## src/rtl/uart_rx_fifo_pkg.sv

```systemverilog
// Shared definitions for the UART receive FIFO block.
// Holds the FIFO geometry, the CPU register offsets, STATUS/CTRL bit positions,
// the capture FSM state encodings, the CTRL field layout and the interrupt
// threshold helper.
package uart_rx_fifo_pkg;

  localparam int DEPTH = 16;
  localparam int AW    = 4;

  // CPU word offsets (addr[3:2])
  localparam logic [1:0] REG_DATA   = 2'd0;
  localparam logic [1:0] REG_STATUS = 2'd1;
  localparam logic [1:0] REG_CTRL   = 2'd2;
  localparam logic [1:0] REG_RSVD   = 2'd3;

  // STATUS bit positions (count occupies [AW:0])
  localparam int ST_EMPTY_BIT = 8;
  localparam int ST_FULL_BIT  = 9;
  localparam int ST_OVR_BIT   = 10;

  // CTRL bit positions (threshold occupies [AW-1:0])
  localparam int CTRL_IRQ_EN_BIT     = 8;
  localparam int CTRL_OVR_IRQ_EN_BIT = 9;
  localparam int CTRL_FLUSH_BIT      = 31;

  // Capture FSM encodings
  localparam logic [1:0] S_IDLE  = 2'd0;
  localparam logic [1:0] S_CLEAR = 2'd1;
  localparam logic [1:0] S_WAIT  = 2'd2;

  typedef struct packed {
    logic          ovr_irq_en;
    logic          irq_en;
    logic [AW-1:0] threshold;
  } ctrl_t;

  // A threshold of 0 behaves as 1 so an empty FIFO never raises the data interrupt.
  function automatic logic [AW:0] eff_threshold(input logic [AW-1:0] thr);
    return (thr == {AW{1'b0}}) ? {{AW{1'b0}}, 1'b1} : {1'b0, thr};
  endfunction

endpackage

```

## src/rtl/uart_rx_fifo_if.sv

```systemverilog
// Bus bundle between the UART receive FIFO and its surroundings.
// Carries the receiver-core handshake (rx_data/rx_ready/rx_clear) and the CPU
// register window (en/Wen/addr/wdata/rd_data/interrupt).
// master: the environment (receiver core + CPU); slave: the FIFO block.
interface uart_rx_fifo_if;
  logic [7:0]  rx_data;
  logic        rx_ready;
  logic        rx_clear;
  logic        en;
  logic        Wen;
  logic [1:0]  addr;
  logic [31:0] wdata;
  logic [31:0] rd_data;
  logic        interrupt;

  modport master (
    output rx_data, rx_ready, en, Wen, addr, wdata,
    input  rx_clear, rd_data, interrupt
  );

  modport slave (
    input  rx_data, rx_ready, en, Wen, addr, wdata,
    output rx_clear, rd_data, interrupt
  );
endinterface

```

## src/rtl/uart_fifo_mem.sv

```systemverilog
// DEPTH x 8 circular byte buffer with push, pop and flush.
// Ports: clk, reset (async active-low); push_i/wdata_i write the tail,
// pop_i advances the head, flush_i empties the buffer (wins over push/pop);
// rdata_o is the current head byte, count_o/full_o/empty_o give occupancy.
import uart_rx_fifo_pkg::*;

module uart_fifo_mem (
  input  logic          clk,
  input  logic          reset,
  input  logic          push_i,
  input  logic          pop_i,
  input  logic          flush_i,
  input  logic [7:0]    wdata_i,
  output logic [7:0]    rdata_o,
  output logic [AW:0]   count_o,
  output logic          full_o,
  output logic          empty_o
);

  localparam logic [AW-1:0] PTR_ONE    = {{(AW-1){1'b0}}, 1'b1};
  localparam logic [AW:0]   CNT_ONE    = {{AW{1'b0}}, 1'b1};
  localparam logic [AW:0]   FULL_COUNT = DEPTH[AW:0];

  logic [7:0]    mem_q [DEPTH];
  logic [AW-1:0] head_q, head_d;
  logic [AW-1:0] tail_q, tail_d;
  logic [AW:0]   count_q, count_d;
  logic          push_ok_s;
  logic          pop_ok_s;

  assign full_o    = (count_q == FULL_COUNT);
  assign empty_o   = (count_q == {(AW+1){1'b0}});
  assign rdata_o   = mem_q[head_q];
  assign count_o   = count_q;
  // Full is judged before any same-cycle pop, so a push into a full buffer is always lost.
  assign push_ok_s = push_i & ~full_o & ~flush_i;
  assign pop_ok_s  = pop_i & ~empty_o & ~flush_i;

  // Next-state pointers and occupancy.
  always_comb begin
    head_d  = head_q;
    tail_d  = tail_q;
    count_d = count_q;
    if (flush_i) begin
      head_d  = {AW{1'b0}};
      tail_d  = {AW{1'b0}};
      count_d = {(AW+1){1'b0}};
    end else begin
      if (push_ok_s) begin
        tail_d = tail_q + PTR_ONE;
      end else begin
        tail_d = tail_q;
      end
      if (pop_ok_s) begin
        head_d = head_q + PTR_ONE;
      end else begin
        head_d = head_q;
      end
      case ({push_ok_s, pop_ok_s})
        2'b10:   count_d = count_q + CNT_ONE;
        2'b01:   count_d = count_q - CNT_ONE;
        default: count_d = count_q;
      endcase
    end
  end

  // Pointer and count registers.
  always_ff @(posedge clk or negedge reset) begin
    if (!reset) begin
      head_q  <= {AW{1'b0}};
      tail_q  <= {AW{1'b0}};
      count_q <= {(AW+1){1'b0}};
    end else begin
      head_q  <= head_d;
      tail_q  <= tail_d;
      count_q <= count_d;
    end
  end

  // Byte storage; contents are only observed through a valid head, so no reset.
  always_ff @(posedge clk) begin
    if (push_ok_s) begin
      mem_q[tail_q] <= wdata_i;
    end
  end

endmodule

```

## src/rtl/uart_rx_fifo.sv

```systemverilog
// UART receive buffer: drains the receiver core's holding register into a
// 16-entry FIFO and exposes it as a CPU register window.
// Ports: clk, reset (async active-low), bus (uart_rx_fifo_if.slave) carrying
// rx_data/rx_ready/rx_clear to the core and en/Wen/addr/wdata/rd_data/interrupt
// to the CPU. Registers: 0 DATA (pop), 1 STATUS, 2 CTRL, 3 reserved.
import uart_rx_fifo_pkg::*;

module uart_rx_fifo (
  input  logic           clk,
  input  logic           reset,
  uart_rx_fifo_if.slave  bus
);

  logic [1:0]  state_q, state_d;
  logic        rx_clear_q;
  logic [31:0] rd_data_q, rd_data_d;
  logic        overrun_q, overrun_d;
  ctrl_t       ctrl_q, ctrl_d;

  logic        rd_s, wr_s, flush_s, capture_s, push_s, pop_s, ovr_set_s;
  logic [7:0]  head_s;
  logic [AW:0] count_s;
  logic        full_s, empty_s;
  logic [31:0] status_s, ctrl_word_s;
  logic        unused_wdata_s;

  assign rd_s      = bus.en & ~bus.Wen;
  assign wr_s      = bus.en & bus.Wen;
  assign flush_s   = wr_s & (bus.addr == REG_CTRL) & bus.wdata[CTRL_FLUSH_BIT];
  assign capture_s = (state_q == S_IDLE) & bus.rx_ready;
  // A flush in the same cycle swallows the byte without flagging an overrun.
  assign push_s    = capture_s & ~full_s & ~flush_s;
  assign ovr_set_s = capture_s & full_s;
  assign pop_s     = rd_s & (bus.addr == REG_DATA) & ~empty_s;

  assign unused_wdata_s = ^{bus.wdata[30:11], bus.wdata[7:AW]};

  uart_fifo_mem u_mem (
    .clk     (clk),
    .reset   (reset),
    .push_i  (push_s),
    .pop_i   (pop_s),
    .flush_i (flush_s),
    .wdata_i (bus.rx_data),
    .rdata_o (head_s),
    .count_o (count_s),
    .full_o  (full_s),
    .empty_o (empty_s)
  );

  // Capture FSM: WAIT holds off until the core's flag has fallen to avoid a double push.
  always_comb begin
    state_d = state_q;
    case (state_q)
      S_IDLE: begin
        if (bus.rx_ready) begin
          state_d = S_CLEAR;
        end else begin
          state_d = S_IDLE;
        end
      end
      S_CLEAR: state_d = S_WAIT;
      S_WAIT: begin
        if (!bus.rx_ready) begin
          state_d = S_IDLE;
        end else begin
          state_d = S_WAIT;
        end
      end
      default: state_d = S_IDLE;
    endcase
  end

  // Read-back views of STATUS and CTRL (pre-update values).
  always_comb begin
    status_s                  = 32'h0;
    status_s[AW:0]            = count_s;
    status_s[ST_EMPTY_BIT]    = empty_s;
    status_s[ST_FULL_BIT]     = full_s;
    status_s[ST_OVR_BIT]      = overrun_q;
    ctrl_word_s                      = 32'h0;
    ctrl_word_s[AW-1:0]              = ctrl_q.threshold;
    ctrl_word_s[CTRL_IRQ_EN_BIT]     = ctrl_q.irq_en;
    ctrl_word_s[CTRL_OVR_IRQ_EN_BIT] = ctrl_q.ovr_irq_en;
  end

  // Read data mux; rd_data holds between read accesses.
  always_comb begin
    rd_data_d = rd_data_q;
    if (rd_s) begin
      case (bus.addr)
        REG_DATA:   rd_data_d = empty_s ? 32'h0 : {24'h0, head_s};
        REG_STATUS: rd_data_d = status_s;
        REG_CTRL:   rd_data_d = ctrl_word_s;
        default:    rd_data_d = 32'h0;
      endcase
    end else begin
      rd_data_d = rd_data_q;
    end
  end

  // Sticky overrun (set beats a same-cycle W1C) and CTRL writes.
  always_comb begin
    overrun_d = overrun_q;
    ctrl_d    = ctrl_q;
    if (wr_s && (bus.addr == REG_STATUS) && bus.wdata[ST_OVR_BIT]) begin
      overrun_d = 1'b0;
    end else begin
      overrun_d = overrun_q;
    end
    if (ovr_set_s) begin
      overrun_d = 1'b1;
    end else begin
      overrun_d = overrun_d;
    end
    if (wr_s && (bus.addr == REG_CTRL)) begin
      ctrl_d.threshold  = bus.wdata[AW-1:0];
      ctrl_d.irq_en     = bus.wdata[CTRL_IRQ_EN_BIT];
      ctrl_d.ovr_irq_en = bus.wdata[CTRL_OVR_IRQ_EN_BIT];
    end else begin
      ctrl_d = ctrl_q;
    end
  end

  // Block state registers.
  always_ff @(posedge clk or negedge reset) begin
    if (!reset) begin
      state_q    <= S_IDLE;
      rx_clear_q <= 1'b0;
      rd_data_q  <= 32'h0;
      overrun_q  <= 1'b0;
      ctrl_q     <= '{ovr_irq_en: 1'b0, irq_en: 1'b0, threshold: {{(AW-1){1'b0}}, 1'b1}};
    end else begin
      state_q    <= state_d;
      rx_clear_q <= (state_d == S_CLEAR);
      rd_data_q  <= rd_data_d;
      overrun_q  <= overrun_d;
      ctrl_q     <= ctrl_d;
    end
  end

  assign bus.rx_clear  = rx_clear_q;
  assign bus.rd_data   = rd_data_q;
  assign bus.interrupt = (ctrl_q.irq_en & (count_s >= eff_threshold(ctrl_q.threshold)))
                       | (ctrl_q.ovr_irq_en & overrun_q);

endmodule

```

## src/flat_wrapper.sv

```systemverilog
// flat-port wrapper written by rule: the top's interface ports become plain ports
module uart_rx_fifo_flat 
  (clk, reset, bus_rx_data, bus_rx_ready, bus_en, bus_Wen, bus_addr, bus_wdata, bus_rx_clear, bus_rd_data, bus_interrupt);
  uart_rx_fifo_if bus_i ();
  input  logic clk;
  input  logic reset;
  input wire logic [$bits(bus_i.rx_data)-1:0] bus_rx_data;
  input wire logic [$bits(bus_i.rx_ready)-1:0] bus_rx_ready;
  input wire logic [$bits(bus_i.en)-1:0] bus_en;
  input wire logic [$bits(bus_i.Wen)-1:0] bus_Wen;
  input wire logic [$bits(bus_i.addr)-1:0] bus_addr;
  input wire logic [$bits(bus_i.wdata)-1:0] bus_wdata;
  output wire logic [$bits(bus_i.rx_clear)-1:0] bus_rx_clear;
  output wire logic [$bits(bus_i.rd_data)-1:0] bus_rd_data;
  output wire logic [$bits(bus_i.interrupt)-1:0] bus_interrupt;
  assign bus_i.rx_data = bus_rx_data;
  assign bus_i.rx_ready = bus_rx_ready;
  assign bus_i.en = bus_en;
  assign bus_i.Wen = bus_Wen;
  assign bus_i.addr = bus_addr;
  assign bus_i.wdata = bus_wdata;
  assign bus_rx_clear = bus_i.rx_clear;
  assign bus_rd_data = bus_i.rd_data;
  assign bus_interrupt = bus_i.interrupt;
  uart_rx_fifo u_core (.clk(clk), .reset(reset), .bus(bus_i));
endmodule
```

## config.mk

```make
export PLATFORM = sky130hd
export DESIGN_NAME = uart_rx_fifo_flat
export DESIGN_NICKNAME = d
export VERILOG_FILES = /design/src/rtl/uart_rx_fifo_pkg.sv /design/src/rtl/uart_rx_fifo_if.sv /design/src/rtl/uart_fifo_mem.sv /design/src/rtl/uart_rx_fifo.sv /design/src/flat_wrapper.sv
export SDC_FILE = /design/constraint.sdc
export NUM_CORES = 1
export LEC_CHECK = 0
export ABC_AREA = 0
export ABC_CLOCK_PERIOD_IN_PS = 10100
export CAP_MARGIN = 10
export CORE_ASPECT_RATIO = 0.6
export CORE_MARGIN = 5
export CORE_UTILIZATION = 60
export DETAILED_ROUTE_END_ITERATION = 8
export GPL_ROUTABILITY_DRIVEN = 0
export PLACE_DENSITY = 0.84
export SLEW_MARGIN = 25
export SYNTH_ARGS = -nofsm -noshare
export SYNTH_HDL_FRONTEND = slang
export SYNTH_HIERARCHICAL = 1
export SYNTH_SLANG_ARGS = --single-unit
```

## constraint.sdc

```tcl
create_clock -name clk -period 10.1 [get_ports clk]
set_input_delay 2.02 -clock clk [delete_from_list [all_inputs] [get_ports clk]]
set_output_delay 2.02 -clock clk [all_outputs]
set_load 0.03 [all_outputs]
```

# Word level (Yosys, flattened, before mapping)
# Memory sizes are Yosys's and may differ from the RTL's.
# Cells that the tools add are included.
dict set report totals {
  out_inout_bits 34
  elab_cells 72
  ramBits 128
  in_bits 47
  mem_count 1
  register_bits 55
}
dict set report op_classes {
  n_eq_ne 8
  reduce_logical 11
  mux 16
  n_bitwise 21
  addsub 4
  magnitude_cmp 1
}
# name depth width rd rd_clocked_by_memory_dff write_ports line_no
set mem_list {}
lappend mem_list {u_core.u_mem.mem_q 16 8 1 0 1 uart_fifo_mem.sv:24} ;# logic [7:0] mem_q [DEPTH];
# cell count
set ops {}
lappend ops {{$pmux 32 s3} 1}
lappend ops {{$mux 4} 5}
lappend ops {{$and 1x1->1} 16}
lappend ops {{$pmux 5 s2} 1}
lappend ops {{$add 4x1->4 const B} 2}
lappend ops {{$eq 2x1->1 const B} 4}
lappend ops {{$mux 8} 1}
lappend ops {{$eq 2x2->1 const B} 3}
lappend ops {{$pmux 2 s3} 1}
lappend ops {{$reduce_bool 2->1} 3}
lappend ops {{$add 5x1->5 const B} 1}
lappend ops {{$eq 5x5->1 const B} 1}
lappend ops {{$ge 5x5->1} 1}
lappend ops {{$logic_not 5->1} 1}
lappend ops {{$mux 1} 5}
lappend ops {{$mux 5} 1}
lappend ops {{$sub 5x1->5 const B} 1}
lappend ops {{$logic_not 2->1} 2}
lappend ops {{$logic_not 4->1} 1}
lappend ops {{$not 1->1} 4}
lappend ops {{$logic_and 1x1->1} 3}
lappend ops {{$reduce_bool 3->1} 1}
lappend ops {{$mux 2} 1}
lappend ops {{$or 1x1->1} 1}

# Depth between registers and ports, before layout
# Gate-level depths: netlist of the first run.
dict set report logic_depth {
  word_depth 10
  depth_mapped 14
  ltp_nobuf 13
}

# By module
# The synthesis of the first run kept the hierarchy.
# module seq_area_each_um2 area_each_um2 cells_each n_inst
set modules_own_cells {}
lappend modules_own_cells {uart_fifo_mem 4169.0 5864.4 349 1}
lappend modules_own_cells {uart_rx_fifo 526.8 1263.7 126 1}

# Worst setup path after synthesis of the first run
# OpenSTA, ideal clock, no wires.
dict set report synth_path {
  path_kind {input-to-reg}
  startpoint {input bus_addr[0]}
  endpoint {register u_core.u_mem.count_q[4], in the netlist u_core/u_mem/count_o[4]}
  t_required_ps 9960
  setup_ps 140
  arrival_ps 4358
  n_path_buf 1
  path_stages 10
  slack_ps 5602
  cell_sequence {nor3_1 -> nor2b_1 -> clkbuf_2 -> o21ai_0 -> or3_1 -> fa_1 -> nand2b_1 -> a2111o_1 -> o311ai_0 -> a31oi_1}
}
dict set report synth_via {
  word_cells_on_any_way 17
  cone_classes {3 x eq/ne; 2 x mux; 10 x bitwise; 2 x reduce/logical}
}
# item line_no
set synth_rtl {}
lappend synth_rtl {{start: declaration} flat_wrapper.sv:11} ;# input wire logic [$bits(bus_i.addr)-1:0] bus_addr;
lappend synth_rtl {{$logic_not 2->1 (*)} uart_rx_fifo.sv:34} ;# assign pop_s = rd_s & (bus.addr == REG_DATA) & ~empty_s;
lappend synth_rtl {{$and 1x1->1 (*) (2 in series)} uart_rx_fifo.sv:34}
lappend synth_rtl {{net u_core.pop_s} uart_rx_fifo.sv:20} ;# logic rd_s, wr_s, flush_s, capture_s, push_s, pop_s, ovr_set_s;
lappend synth_rtl {{$and 1x1->1 (*) (2 in series)} uart_fifo_mem.sv:37} ;# assign pop_ok_s = pop_i & ~empty_o & ~flush_i;
lappend synth_rtl {{$eq 2x1->1 / $eq 2x2->1 (equally long branches)} uart_fifo_mem.sv:59} ;# case ({push_ok_s, pop_ok_s})
lappend synth_rtl {{$pmux 5 s2} uart_fifo_mem.sv:59}
lappend synth_rtl {{$mux 5} uart_fifo_mem.sv:44} ;# if (flush_i) begin
lappend synth_rtl {{end signal: assignment} uart_fifo_mem.sv:72} ;# count_q <= {(AW+1){1'b0}};
lappend synth_rtl {{end signal: assignment} uart_fifo_mem.sv:76} ;# count_q <= count_d;
lappend synth_rtl {{end: declaration} uart_fifo_mem.sv:27} ;# logic [AW:0] count_q, count_d;
# The timed path passes the listed nets; every way through them passes the cells marked *.
# A chain may end at the register's enable or synchronous reset.

# Worst setup path after layout of the first run
# Ends and elaborated chain as after synthesis.

==> results of run 1 <==
==> flip-flops by register name, indices dropped and copies added (netlist names) <==
name                  cells
u_core/u_mem/mem_q      128
u_core/bus.rd_data       11
u_core/ctrl_q             6
u_core/u_mem/count_o      5
u_core/u_mem/head_q       4
u_core/u_mem/tail_q       4
u_core/state_q            2
u_core/bus.rx_clear       1
u_core/overrun_q          1
==> per-layer routing <==
layer	vias up	track usage (%)	wire length, um
li1	1846	-	-
met1	2103	33.32	6387
met2	254	32.35	6759
met3	20	8.010	1874
met4	0	6.259	180
met5	-	0	0
==> synthesized netlist by cell type (7+ instances only) <==
master and instances:
mux4_2 16, nand2_1 30, buf_4 21, mux2i_1 37, clkbuf_1 13, nor2b_1 7, o21ai_0 20, nor2_1 37
edfxtp_1 128, inv_1 16, a22oi_1 11, ha_1 12, a221oi_1 20, dfrtp_1 33
==> worst min path at each step <==
stage                                  to  slack (ps)             startpoint
floorplan             u_core/bus.rx_clear         450      u_core/state_q[1]
global placement      u_core/bus.rx_clear         460      u_core/state_q[1]
detailed placement  u_core/bus.rd_data[6]         470  u_core/bus.rd_data[6]
CTS                 u_core/bus.rd_data[6]         490  u_core/bus.rd_data[6]
global route          u_core/bus.rx_clear         520      u_core/state_q[0]
finish              u_core/bus.rd_data[6]         480  u_core/bus.rd_data[6]
==> through the flow <==
stage	util, %	cell area (um^2)	hold slack [ps]	power [uW]	instances
floorplan	-	7203	451.9	1303	495
CTS	70.22	8039	488.2	2050	684
global placement	65.69	7521	463.9	1452	652
finish	70.22	8039	482.6	2052	684
global route	70.22	8039	522.4	2152	684
detailed placement	65.69	7521	474.7	1483	652
==> worst max-delay path, cell delays in order <==
cell and delay (ps):
clkdlybuf4s50_1 550, nor3_1 510, nor2b_1 610, o21ai_0 440, or3_1 490, inv_1 130
ha_1 260, nor2_1 140, a21oi_1 80, or4_1 470, a31oi_1 170
==> report_power, final <==
part           leakage [uW]  internal, uW  switching [uW]
clock network      0.000264           312             250
registers           0.00158           798            75.0
logic               0.00110           257             359
==> cells by family after synthesis <==
group,after synthesis
adders and majority gates,13
DFF,162
buffers and inverters,60
muxes,62
and+or+nand+nor,100
AOI/OAI and AO/OA,70
other,1
xor gates and xnor gates,7
==> final cells by class <==
| type | count | area (um^2) | area share [%] |
|---|---|---|---|
| sequential | 162 | 4697 | 58.43 |
| multi-input combinational | 273 | 2172 | 27.02 |
| clock buffer | 18 | 429.2 | 5.339 |
| timing repair buffer | 40 | 387.9 | 4.825 |
| tap | 160 | 200.2 | 2.490 |
| clock inverter | 14 | 88.84 | 1.105 |
| inverter | 17 | 63.81 | 0.7938 |
==> results.toml, run 1 <==
[power]
power.density_mw_per_mm2 = 255.2
p_leak_uw = 0.002943
peakVddDrop_uv = 266.4

[cts]
htreeDepth = 4
root_buffer = "clkbuf_16"
hold_buffers = 0
clk_pin_slew_ps = 60
cts-resized-gates = 0
worstSkewPairLatency_ps = 410
numCtsBuffers = 17
cts_tree = "done"
cts_buffer_depth = 2
clock_sinks = 162
post_cts_buffers = 0

[worst_hold_path]
min_path_type = "reg2reg"
min_delay_path_depth = 2

[routing]
firstDrtPassIters = 5
wirelength_um = 15200
vias = 4223
initialDrtViolationCount = 443
wl_per_cell_um = 22.23
drc_errors = 0
via_per_inst = 6.174
final_antenna_net_count = 0

[critical_path]
crit_end = "u_core/u_mem/count_o[4]"
critPathArrivalTime_ps = 5880
r2r_end = "u_core/u_mem/count_o[4]"
required_ps = 10440
critPathMaxFanout = 8
cp-end-kind = "register"
worstRegToRegCells = 12
critPathKind = "in2reg"
cp-startpoint = "bus_addr[0]"
crit_path_start_kind = "input pin"
r2r_start = "u_core/u_mem/count_o[0]"
r2r_slack_ps = 5730

[logic_synthesis]
ys_top_cells_by_area = "edfxtp_1 (54%), dfrtp_1 (12%), mux2i_1 (5.2%)"
netlist_area_mm2 = 0.007128
post_synth.cell_area_avg_um2 = 15.01
synth_compound_area_share_pct = 7.127
ys_seq_elements = 162
yosysUniqueCellTypes = 56
synth_top_family_by_area = "multiplexers"
synth_top_area_share_pct = 53.92
synth_seq_area_share_pct = 65.88
synthAdderAreaFrac_pct = 2.387
async_flop_share_pct = 20.99
synth_xor_area_share_pct = 0.8601
yosys_warnings = 6
synthSimpleGateAreaFrac_pct = 7.004
synth_edf_count = 128
syn_inst = 475
synthFlopType = "edfxtp_1"
synth_top_cell_by_area = "edfxtp_1"
synth_mux_area_share_pct = 11.99

[final_layout]
final_common_cell = "edfxtp_1"
layout_common_cells = "edfxtp_1 (128), mux2i_1 (37), nor2_1 (37), clkdlybuf4s50_1 (35), dfrtp_1 (32)"
fillCellCount = 742
n_antenna_cell = 0
drive_above_1_share_pct = 13.17
area.growth.synth_to_final_pct = 12.78
layout.nets = 571

[sta]
timing.setup.tns_ps = 0
worst-slew-pin-transition_ps = 969.9
hold_viol_final = 0
setup_violations = 0
period_needed_ps = 5544
fin_worst_skew_ps = 5.293
fin_crit_sh_pct = 54.89
rsz0062_at_grt = "false"
max_freq_mhz = 180.4
timing.final.max_slew_violations = 0
worst_slack_ps = 4556
slew_headroom_pct = 35.10

[floorplanning]
fp.dieW_um = 150.7
core_mm2 = 0.01145
die_height_um = 94.43
io_pins = 81
die-area_mm2 = 0.01423
rows = 30
start_util_pct = 62.26

[status]
status = "finished clean"

[place]
portBuffers = 35
hpwl_um = 10070
pre_cts_ws_ps = 4240

[grt]
antenna_found_initial = 0
grt_usage_pct = 22.64
grt_first_pass_wirelength_um = 23210
grt.overflow.total = 0
grt_max_degree = 52
grt_pass1_vias = 4147

[job]
maxCapViolations = 0
No activity file was read; power rests on OpenSTA's default activity.
==> run 2: changes to the inputs <==
ABC_CLOCK_PERIOD_IN_PS = 5200   (was 10100)
CORE_UTILIZATION = 56   (was 60)
PLACE_DENSITY = 0.8   (was 0.84)
clock period = 5.2 ns   (was 10.1 ns; I/O delays follow)
==> run 2 against run 1 <==
Effect of this change: global-route usage decreased by 1.6 points; critical endpoint unchanged; utilization decreased by 3.7 points; final cell count increased by 2.0%; first-iteration DRC count decreased by 0.90%; flip-flop and latch count unchanged; die area increased by 6.5%; count of clock-buffer cells in the layout increased by 1; clock power increased by 110%; total power increased by 98%; sequential share of layout area decreased by 0.82 points; sequential power increased by 100%; worst hold slack improved by 3.0 ps.
==> results.toml, run 2 (synthesis results as in run 1) <==
[cts]
cts_buffer_depth = 2
hold_buffers = 0
post_cts_buffers = 0
root_buffer = "clkbuf_16"
htreeDepth = 4
clock_sinks = 162
numCtsBuffers = 17
clk_pin_slew_ps = 70
worstSkewPairLatency_ps = 420
cts-resized-gates = 0
cts_tree = "done"

[grt]
antenna_found_initial = 0
grt_pass1_vias = 4165
grt_usage_pct = 21.02
grt_max_degree = 35
grt.overflow.total = 0
grt_first_pass_wirelength_um = 23740

[sta]
period_needed_ps = 4172
setup_violations = 0
rsz0062_at_grt = "false"
max_freq_mhz = 239.7
fin_worst_skew_ps = 9.794
slew_headroom_pct = 31.22
timing.setup.tns_ps = 0
timing.final.max_slew_violations = 0
hold_viol_final = 0
worst_slack_ps = 1028
worst-slew-pin-transition_ps = 1028
fin_crit_sh_pct = 80.23

[final_layout]
layout_common_cells = "edfxtp_1 (128), mux2i_1 (37), nor2_1 (37), clkdlybuf4s50_1 (35), dfrtp_1 (32)"
layout.nets = 580
fillCellCount = 857
final_common_cell = "edfxtp_1"
n_antenna_cell = 0
top_register = "u_core/u_mem/mem_q"
drive_above_1_share_pct = 14.82
fin_cells = 698
area.growth.synth_to_final_pct = 14.45
largest_reg_flops = 128
fin_area_mm2 = 0.008158

[critical_path]
cp-end-kind = "register"
critPathArrivalTime_ps = 4450
r2r_start = "u_core/u_mem/count_o[1]"
critPathKind = "in2reg"
worstRegToRegCells = 13
r2r_end = "u_core/u_mem/count_o[4]"
critPathMaxFanout = 8
crit_path_start_kind = "input pin"
required_ps = 5480
r2r_slack_ps = 1320

[place]
portBuffers = 35
dp.cells = 666
hpwl_um = 10300
placed_area_mm2 = 0.007595
pre_cts_ws_ps = 756.6

[floorplanning]
io_pins = 81
fp.dieW_um = 155.7
die_height_um = 97.39
die-area_mm2 = 0.01516
rows = 31
start_util_pct = 58.16
core_mm2 = 0.01226

[routing]
vias = 4278
final_antenna_net_count = 0
initialDrtViolationCount = 439
wirelength_um = 15440
wl_per_cell_um = 22.13
drc_errors = 0
firstDrtPassIters = 5
via_per_inst = 6.129

[status]
status = "finished clean"

[power]
p_leak_uw = 0.003011
power.density_mw_per_mm2 = 498.6
peakVddDrop_uv = 257.4

[worst_hold_path]
worstHoldStart = "u_core/bus.rd_data[10]"
holdPathEnd = "u_core/bus.rd_data[10]"
min_path_type = "reg2reg"
min_delay_path_depth = 2

[job]
maxCapViolations = 0
## run 2: final cells by class
class | count | area (um^2) | area share (%)
Multi-Input combinational cell | 273 | 2172 | 26.63
Inverter | 17 | 63.81 | 0.7822
Clock buffer | 19 | 464.2 | 5.690
Timing Repair Buffer | 49 | 455.4 | 5.583
Clock inverter | 13 | 96.34 | 1.181
Sequential cell | 162 | 4700 | 57.61
Tap cell | 165 | 206.4 | 2.531
## run 2: power by group
group	switching [uW]	internal, uW	total (uW)
Sequential	202	1550	1750
Clock	517	658	1170
Combinational	636	504	1140
## run 2: worst max-delay path by stage
stage	cells after the start	slack (ps)	to	from
6_report	12	1030	u_core/u_mem/count_o[4]	bus_addr[1]
3_3_place_gp	12	870	u_core/u_mem/count_o[4]	bus_addr[1]
4_1_cts	12	1090	u_core/u_mem/count_o[4]	bus_addr[1]
5_1_grt	12	850	u_core/u_mem/count_o[4]	bus_addr[1]
2_1_floorplan	10	1680	u_core/u_mem/count_o[4]	bus_addr[0]
3_5_place_dp	12	760	u_core/u_mem/count_o[4]	bus_addr[1]
## run 2: per-layer routing
layer / part of all wire (%) / track usage [%]
met1: 44 / 31.43
met2: 45 / 30.70
met3: 11 / 6.631
met4: 0.56 / 4.102
met5: 0 / 0
## run 2: worst max-delay path: stages
cell             delay [ps]
clkdlybuf4s50_1         590
nor2b_2                 400
nand3_4                 210
o211a_1                 300
inv_1                   160
nor2_1                   80
or3_1                   380
fa_1                    430
nand2b_1                180
a2111o_1                370
o311ai_0                150
a31oi_1                 150
## run 2: per-stage QoR
stage	util [%]	total power (uW)	hold slack (ps)
floorplan	-	2531	451.9
CTS	66.54	4064	495.0
global placement	61.96	2825	464.2
global route	66.56	4256	512.4
detailed placement	61.96	2884	478.1
finish	66.56	4068	485.6
==> run 3: changes to the inputs <==
ABC_CLOCK_PERIOD_IN_PS = 3800   (was 5200)
CORE_UTILIZATION = 51   (was 56)
PLACE_DENSITY = 0.76   (was 0.8)
clock period = 3.8 ns   (was 5.2 ns; I/O delays follow)
==> run 3 against run 2 <==
Effect of this change: final cell count grew 7.6%; utilization decreased by 4.7 points; count of clock-buffer cells in the layout increased by 1; worst hold slack got worse by 150 ps; die area increased by 9.0%; combinational power rose by 46%; sequential share of layout area decreased by 2.1 points; sequential power grew 34%; wire length is 1.5% lower; critical endpoint unchanged.
==> results.toml, run 3 (synthesis results as in run 1) <==
[sta]
timing.final.max_slew_violations = 0
worst-slew-pin-transition_ps = 659.9
period_needed_ps = 3492
timing.setup.tns_ps = 0
max_freq_mhz = 286.4
fin_worst_skew_ps = 15.98
rsz0062_at_grt = "false"
setup_violations = 0
slew_headroom_pct = 56.01
hold_viol_final = 0
fin_crit_sh_pct = 91.88

[grt]
grt_first_pass_wirelength_um = 23460
grt_usage_pct = 19.12
antenna_found_initial = 0
grt_pass1_vias = 4228
grt_max_degree = 42
grt.overflow.total = 0

[routing]
highest_layer = "met4"
wl_per_cell_um = 20.25
drc_errors = 0
wirelength_um = 15210
firstDrtPassIters = 7
route.met2.wl_um = 6358
wl_met3_um = 1441
m1WireLength_um = 7275
via_per_inst = 5.719
final_antenna_net_count = 0
initialDrtViolationCount = 412
vias = 4295

[critical_path]
required_ps = 4090
crit_path_start_kind = "register"
critPathMaxFanout = 8
critPathArrivalTime_ps = 3780
cp-end-kind = "register"
critPathKind = "reg2reg"

[power]
power.density_mw_per_mm2 = 686.9
p_leak_uw = 0.003162
peakVddDrop_uv = 437.7
power.total_uw = 5809

[status]
status = "finished clean"

[final_layout]
layout.nets = 606
area.growth.synth_to_final_pct = 18.64
largest_reg_flops = 128
drive_above_1_share_pct = 18.60
fillCellCount = 958
top_register = "u_core/u_mem/mem_q"
final_common_cell = "edfxtp_1"
layout_common_cells = "edfxtp_1 (128), buf_4 (39), mux2i_1 (37), nor2_1 (37), clkdlybuf4s50_1 (34)"
n_antenna_cell = 0

[floorplanning]
io_pins = 81
start_util_pct = 52.16
rows = 33
die_height_um = 101.6
fp.dieW_um = 162.6
die-area_mm2 = 0.01652
core_mm2 = 0.01367

[worst_hold_path]
min_path_type = "in2async"

[cts]
cts_buffer_depth = 2
worstSkewPairLatency_ps = 430
clock_sinks = 162
hold_buffers = 0
cts_tree = "done"
post_cts_buffers = 0
htreeDepth = 4
clk_pin_slew_ps = 60
root_buffer = "clkbuf_16"
numCtsBuffers = 17
cts-resized-gates = 0

[place]
portBuffers = 35
hpwl_um = 10650

[job]
maxCapViolations = 0
-- run 3: changes by cell type in the layout (fill, tap and decap cells not counted) --
cell             delta
clkbuf_16           -1
clkdlybuf4s50_1     -1
bufinv_16           +4
dfrtp_4             -1
buf_4              +25
clkinvlp_4          +3
buf_2               +1
inv_4               -4
clkbuf_1            +2
clkinv_4            -4
dfrtp_2             +1
buf_12              +1
-- run 3: worst max-delay path: stages, from the launching register on --
cell and delay (ps):
dfrtp_1 530, or4_1 200, buf_4 150, nor2_1 90, nor3_1 220, nor2b_1 350
o21ai_0 190, or3_1 410, fa_1 420, nand2b_1 180, a2111o_1 370, o311ai_0 120
a31oi_1 130
-- run 3: area by class of cell --
type | count | area, um^2 | area share (%)
sequential | 162 | 4697 | 55.54
tap | 192 | 240.2 | 2.841
timing repair buffer | 75 | 658.1 | 7.782
clock inverter | 12 | 178.9 | 2.116
inverter | 17 | 63.81 | 0.7545
multi-input combinational | 273 | 2172 | 25.68
clock buffer | 20 | 446.7 | 5.282
-- run 3: metal layers --
layer / global-route usage (%) / up-vias
li1: - / 1920
met1: 29.94 / 2157
met2: 26.16 / 207
met4: 5.284 / 0
met5: 0 / -
met3: 5.449 / 11
-- run 3: power breakdown --
part           total, uW  switching, uW  internal [uW]  leakage, uW
sequential          2340            225           2120      0.00158
combinational       1660            913            743      0.00128
clock               1810            688           1120     0.000297
-- run 3: final timing paths --
kind	start	to	slack [ps]	depth (start not counted)
setup reg to reg	u_core/u_mem/count_o[0]	u_core/u_mem/count_o[4]	310	12
max in group asynchronous	reset	u_core/bus.rd_data[5]	2910	2
min in group clk	u_core/bus.rd_data[8]	u_core/bus.rd_data[8]	480	2
hold / removal	reset	u_core/state_q[1]	330	1
setup / recovery	u_core/u_mem/count_o[0]	u_core/u_mem/count_o[4]	310	12
hold reg to reg	u_core/bus.rd_data[8]	u_core/bus.rd_data[8]	480	2
-- run 3: per-stage QoR --
stage	setup slack [ps]	std cells	area (um^2)	hold slack [ps]	util (%)
2_1_floorplan	484.3	495	7203	451.9	-
4_1_cts	393.7	751	8457	344.1	61.88
3_3_place_gp	137.6	719	7836	463.4	57.34
3_5_place_dp	72.18	719	7831	476.3	57.30
5_1_grt	81.97	751	8457	379.0	61.88
6_report	308.4	751	8457	332.7	61.88
==> RTL change 1: new RTL, flow settings as in run 1 <==
Change the package constant `DEPTH` from 16 to 32.
--- a/src/rtl/uart_rx_fifo_pkg.sv
+++ b/src/rtl/uart_rx_fifo_pkg.sv
@@ -4,7 +4,7 @@
 // threshold helper.
 package uart_rx_fifo_pkg;
 
-  localparam int DEPTH = 16;
+  localparam int DEPTH = 32;
   localparam int AW    = 4;
 
   // CPU word offsets (addr[3:2])
Formal check against the unedited RTL: not equivalent (a bounded check fails within 4 cycles, from zero or initial values and one cycle with reset low).
==> RTL change 1 against run 1 <==
- utilization is 0.49 points higher
- sequential cell count stayed put
- synthesized cell count is 0.63% lower
- worst setup slack better by 180 ps
- power is 0.63% higher
- sequential share of layout area is 0.41 points lower
- clock skew is 2.2 ps higher
- register-to-register slack hardly changed
- synthesized area hardly changed
- combinational power is 4.9% lower
- wire length hardly changed
- final area is 0.70% higher
- critical path type unchanged
- largest cell class unchanged
- largest power group unchanged
- highest routed layer unchanged
==> RTL change 1: results (changes against run 1) <==
- Outcome: finished clean
- Sequential cell area fraction in the yosys report: 65.9% (about the same)
- Initial antenna violation count: 0 (unchanged)
- GRT Overall Usage: 22.9% (+0.24 points)
- Crit path from: bus_addr[0]
- Biggest register: u_core/u_mem/mem_q
- Wirelength per Cell: 22.3 um (+0.19%)
- H-tree level count: 4 (unchanged)
- Post-CTS sizing: 0 (unchanged)
- Postcts setup bufs: 0 (unchanged)
- Synth top cells by count: 128 x edfxtp_1, 35 x mux2i_1, 33 x dfrtp_1
- DP Area: 7530 sq um (about the same)
- Synthesis Warnings: 6 (unchanged)
- Max VDD drop: 0.000271 V (+1.9%)
- Port Buffers: 35 (unchanged)
- Setup_tns: 0 ps (unchanged)
- Synth area leaders: edfxtp_1 54%, dfrtp_1 12%, mux4_2 5.1%, mux2i_1 4.9%, a221oi_1 2.6%
- Clock buffer depth: 2 (unchanged)
- Async SR Flop Fraction: 21.0% (unchanged)
- Synth Flop Type: edfxtp_1
- Initial drt markers: 458 (+3.4%)
- Family with the most delay on the worst path: simple AND/OR/NAND/NOR gates
- Yosys cell types: 50 (-11%)
- CTS buffer count: 17 (unchanged)
- CTS root buf: clkbuf_16
- Post-Route Skew: 7.52 ps (+2.23 ps)
- Max incr delay on CP: 700 ps (+90 ps)
- Hold Startpoint: u_core/state_q[0]
- Clk slew on worst S/H paths: 60 ps (about the same)
- Antenna Cells: 0 (unchanged)
- Worst EP arrival: 5650 ps (-230 ps)
- Layout Nets: 569 (-0.35%)
- First-pass GRT wire length: 23900 um (+2.8%)
- Slowest CP cell: nor2b_1
- EDFF count, synth: 128 (unchanged)
- Filler Cell Count: 744 (+0.27%)
- Share of layout cells above drive strength 1: 14.0% (+0.82 points)
- Via density: 6.07 (-1.7%)
- DRT Pass-1 Iters: 5 (unchanged)
- Worst-path fanout max: 8 (unchanged)
- Clock latency at the later pin of the worst-skew pair: about 420 ps
- Max-slew headroom: 37.3% (+2.2 points)
- Largest register FFs: 128 (unchanged)
- HPWL after DPL: 10200 um (+1.6%)
- Hold Path Class: reg2reg
- Largest net degree at the start of global routing: 52 (unchanged)
- Reg2reg start: u_core/u_mem/count_o[4]
- Vias in the first global route: 4106 (-0.99%)
- Leakage: 2.97 nW (+1.0%)
## RTL change 1: changes by cell type in the layout (fill, tap and decap cells not counted), sizes merged, moves of 3 or more
| cell | run 1 | this run |
|---|---|---|
| nor3 | 1 | 7 |
| or4 | 4 | 1 |
| nor2 | 37 | 24 |
| o21ai | 20 | 23 |
| clkinvlp | 1 | 5 |
| mux2 | 9 | 6 |
| clkinv | 10 | 6 |
| buf | 5 | 8 |
## RTL change 1: layout make-up
| class | instances | area [sq um] | area share [%] |
|---|---|---|---|
| clock buffer | 20 | 457 | 5.64 |
| clock inverter | 12 | 109 | 1.34 |
| inverter | 18 | 67.6 | 0.835 |
| multi-input combinational | 267 | 2150 | 26.6 |
| sequential | 162 | 4700 | 58.0 |
| tap | 160 | 200 | 2.47 |
| timing repair buffer | 43 | 410 | 5.07 |
## RTL change 1: final timing paths
| check | slack [ps] | endpoint | depth (start not counted) |
|---|---|---|---|
| setup / recovery | 4740 | u_core/u_mem/count_o[4] | 11 |
| hold / removal | 490 | u_core/bus.rx_clear | 1 |
| setup reg to reg | 5730 | u_core/u_mem/count_o[4] | 12 |
| hold reg to reg | 490 | u_core/bus.rx_clear | 1 |
| max in group asynchronous | 7740 | u_core/ctrl_q[0] | 2 |
| min in group asynchronous | 2010 | u_core/bus.rd_data[10] | 2 |
## RTL change 1: routing by layer
| layer | vias up | track usage (%) | wire length, um |
|---|---|---|---|
| met4 | 0 | 4.90 | 110 |
| li1 | 1839 | - | - |
| met1 | 2054 | 35.0 | 6700 |
| met3 | 13 | 6.24 | 1560 |
| met2 | 235 | 33.3 | 6810 |
| met5 | - | 0 | 0 |
## RTL change 1: cells by family after synthesis
logic type      count (synthesis)  synth area share [%]
fa+ha+maj                      13                  2.39
other cells                     1                0.0526
xor+xnor                        9                  1.11
buf+inv                        63                  4.95
simple gates                   94                  6.60
compound gates                 73                  7.76
flops                         162                  65.9
mux                            57                  11.2
## RTL change 1: metrics by stage
| step | utilization (%) | worst slack, ps | instances |
|---|---|---|---|
| after floorplan | - | 5820 | 492 |
| after global placement | 65.7 | 4510 | 650 |
| after detailed placement | 65.7 | 4400 | 650 |
| after CTS | 70.7 | 4820 | 682 |
| after global routing | 70.7 | 4520 | 682 |
| final | 70.7 | 4740 | 682 |
## RTL change 1: report_power, final
part | switching [mW] | leakage (nW) | internal, mW
Sequential | 0.0751 | 1.58 | 0.796
Clock | 0.255 | 0.264 | 0.352
Combinational | 0.339 | 1.13 | 0.247
## RTL change 1: worst reg2reg max path: cells and delay by family (launching register included)
family	cells	cell delay (ps)
adders and majority gates	1	260
and+or+nand+nor	6	2400
buffers and inverters	1	120
AOI/OAI and AO/OA	4	950
DFF	1	520
==> RTL change 2: new RTL, config.mk and constraints of run 1 <==
Made on the original files. Take the reset off `rd_data_q` and load it in a clocked block of its own.
--- a/src/rtl/uart_rx_fifo.sv
+++ b/src/rtl/uart_rx_fifo.sv
@@ -127,16 +127,18 @@
     if (!reset) begin
       state_q    <= S_IDLE;
       rx_clear_q <= 1'b0;
-      rd_data_q  <= 32'h0;
       overrun_q  <= 1'b0;
       ctrl_q     <= '{ovr_irq_en: 1'b0, irq_en: 1'b0, threshold: {{(AW-1){1'b0}}, 1'b1}};
     end else begin
       state_q    <= state_d;
       rx_clear_q <= (state_d == S_CLEAR);
-      rd_data_q  <= rd_data_d;
       overrun_q  <= overrun_d;
       ctrl_q     <= ctrl_d;
     end
+  end
+
+  always_ff @(posedge clk) begin
+    rd_data_q <= rd_data_d;
   end
 
   assign bus.rx_clear  = rx_clear_q;
Formal check against the unedited RTL: not equivalent (a bounded check fails within 4 cycles, from zero or initial values and one cycle with reset low).
==> RTL change 2 against run 1 <==
- worst setup slack improved by 7.4 ps
- largest cell class unchanged
- synthesized area is 0.74% lower
- first-iteration DRC count shrank 6.3%
- highest routed layer unchanged
- critical path depth did not move
- power grew 4.1%
- wire length decreased by 2.1%
- critical path type unchanged
- final area rose by 0.89%
- sequential cell count unchanged
- non-clock buffer count decreased by 1
==> RTL change 2: results (changes against run 1) <==
- Vias in the first global route: 3964 (-4.4%)
- Adder-cell area share of the yosys netlist: 2.40% (+0.018 points)
- Area Growth Syn to Fin: 14.6%
- Metal3 WL: 1550 um (-17%)
- Sequential cell area fraction in the yosys report: 67.1% (+1.3 points)
- GRT Overall Usage: 22.1% (-0.49 points)
- Total Power: 2.14 mW (+4.1%)
- Fin cells: 663 (-3.1%)
- Hold Startpoint: u_core/state_q[0]
- Leakage: 2.91 nW (-1.0%)
- Pre-CTS WS: 4230 ps (-14.0 ps)
- Xor-xnor portion of the synthesized cell area: 0.866% (+0.0064 points)
- Layout Nets: 550 (-3.7%)
- Largest register FFs: 128 (unchanged)
- Met3 usage: 5.88% (-2.1 points)
- Max VDD drop: 0.000179 V (-33%)
- Yosys cell types: 54 (-3.6%)
- Syn Inst Count: 454 (-4.4%)
- HPWL after DPL: 9990 um (-0.85%)
- Hold depth: 1 (-1)
- Hold Path Sink: u_core/bus.rx_clear
- Share of layout cells above drive strength 1: 13.3% (+0.15 points)
- DP Area: 7460 sq um (-0.82%)
- Synth Area in Compound Gates: 6.65% (-0.48 points)
- Filler Cell Count: 690 (-7.0%)
- Met2 WL post-DR: 6620 um (-2.1%)
- Worst-Margin Slew: 988 ps (+18.0 ps)
- Part of the power in registers: 41.4% (-1.2 points)
- Wirelength per Cell: 22.5 um (+1.0%)
- Via density: 6.14 (-0.62%)
- Post-Route M1 WL: 6510 um (+2.0%)
- P_int: 1.48 mW (+8.5%)
- Worst-path fanout max: 12 (+4)
- Post-Route Skew: 6.59 ps (+1.30 ps)
- R2r setup slk: 6060 ps (+330 ps)
- EDFF count, synth: 139 (+8.6%)
- P_clk: 696 uW (+24%)
- Outcome: finished clean
- Max incr delay on CP: 790 ps (+180 ps)
- Synth area leaders: edfxtp_1 59%, dfrtp_1 7.8%, mux2i_1 5.2%, mux4_2 5.1%, buf_4 2.4%
- Worst hold slack: 491 ps (+8.52 ps)
- Met1 GRT Util: 33.0% (-0.33 points)
- Placed Cells: 631 (-3.2%)
- DRT Pass-1 Iters: 5 (unchanged)
-- RTL change 2: cell count changes after synthesis, moves of 4 or more --
cell,before,now
nor2b_1,7,3
a221oi_1,20,16
o21ai_0,20,13
edfxtp_1,128,139
nand2_1,30,19
dfrtp_1,33,22
and2_1,1,6
-- RTL change 2: worst max-delay path by stage --
stage,slack [ps],end,start,depth (start not counted)
after detailed placement,4230,u_core/u_mem/count_o[4],bus_en,11
final,4560,u_core/u_mem/count_o[4],bus_en,11
after floorplan,5330,u_core/u_mem/count_o[4],bus_en,10
after CTS,4640,u_core/u_mem/count_o[4],bus_en,11
after global routing,4320,u_core/u_mem/count_o[4],bus_en,11
after global placement,4330,u_core/u_mem/count_o[4],bus_en,10
-- RTL change 2: final cells by class --
cell class | count | area share, %
clock buffer | 18 | 5.41
clock inverter | 14 | 2.61
inverter | 17 | 0.787
multi-input combinational | 253 | 25.5
sequential | 162 | 58.6
tap | 160 | 2.47
timing repair buffer | 39 | 4.63
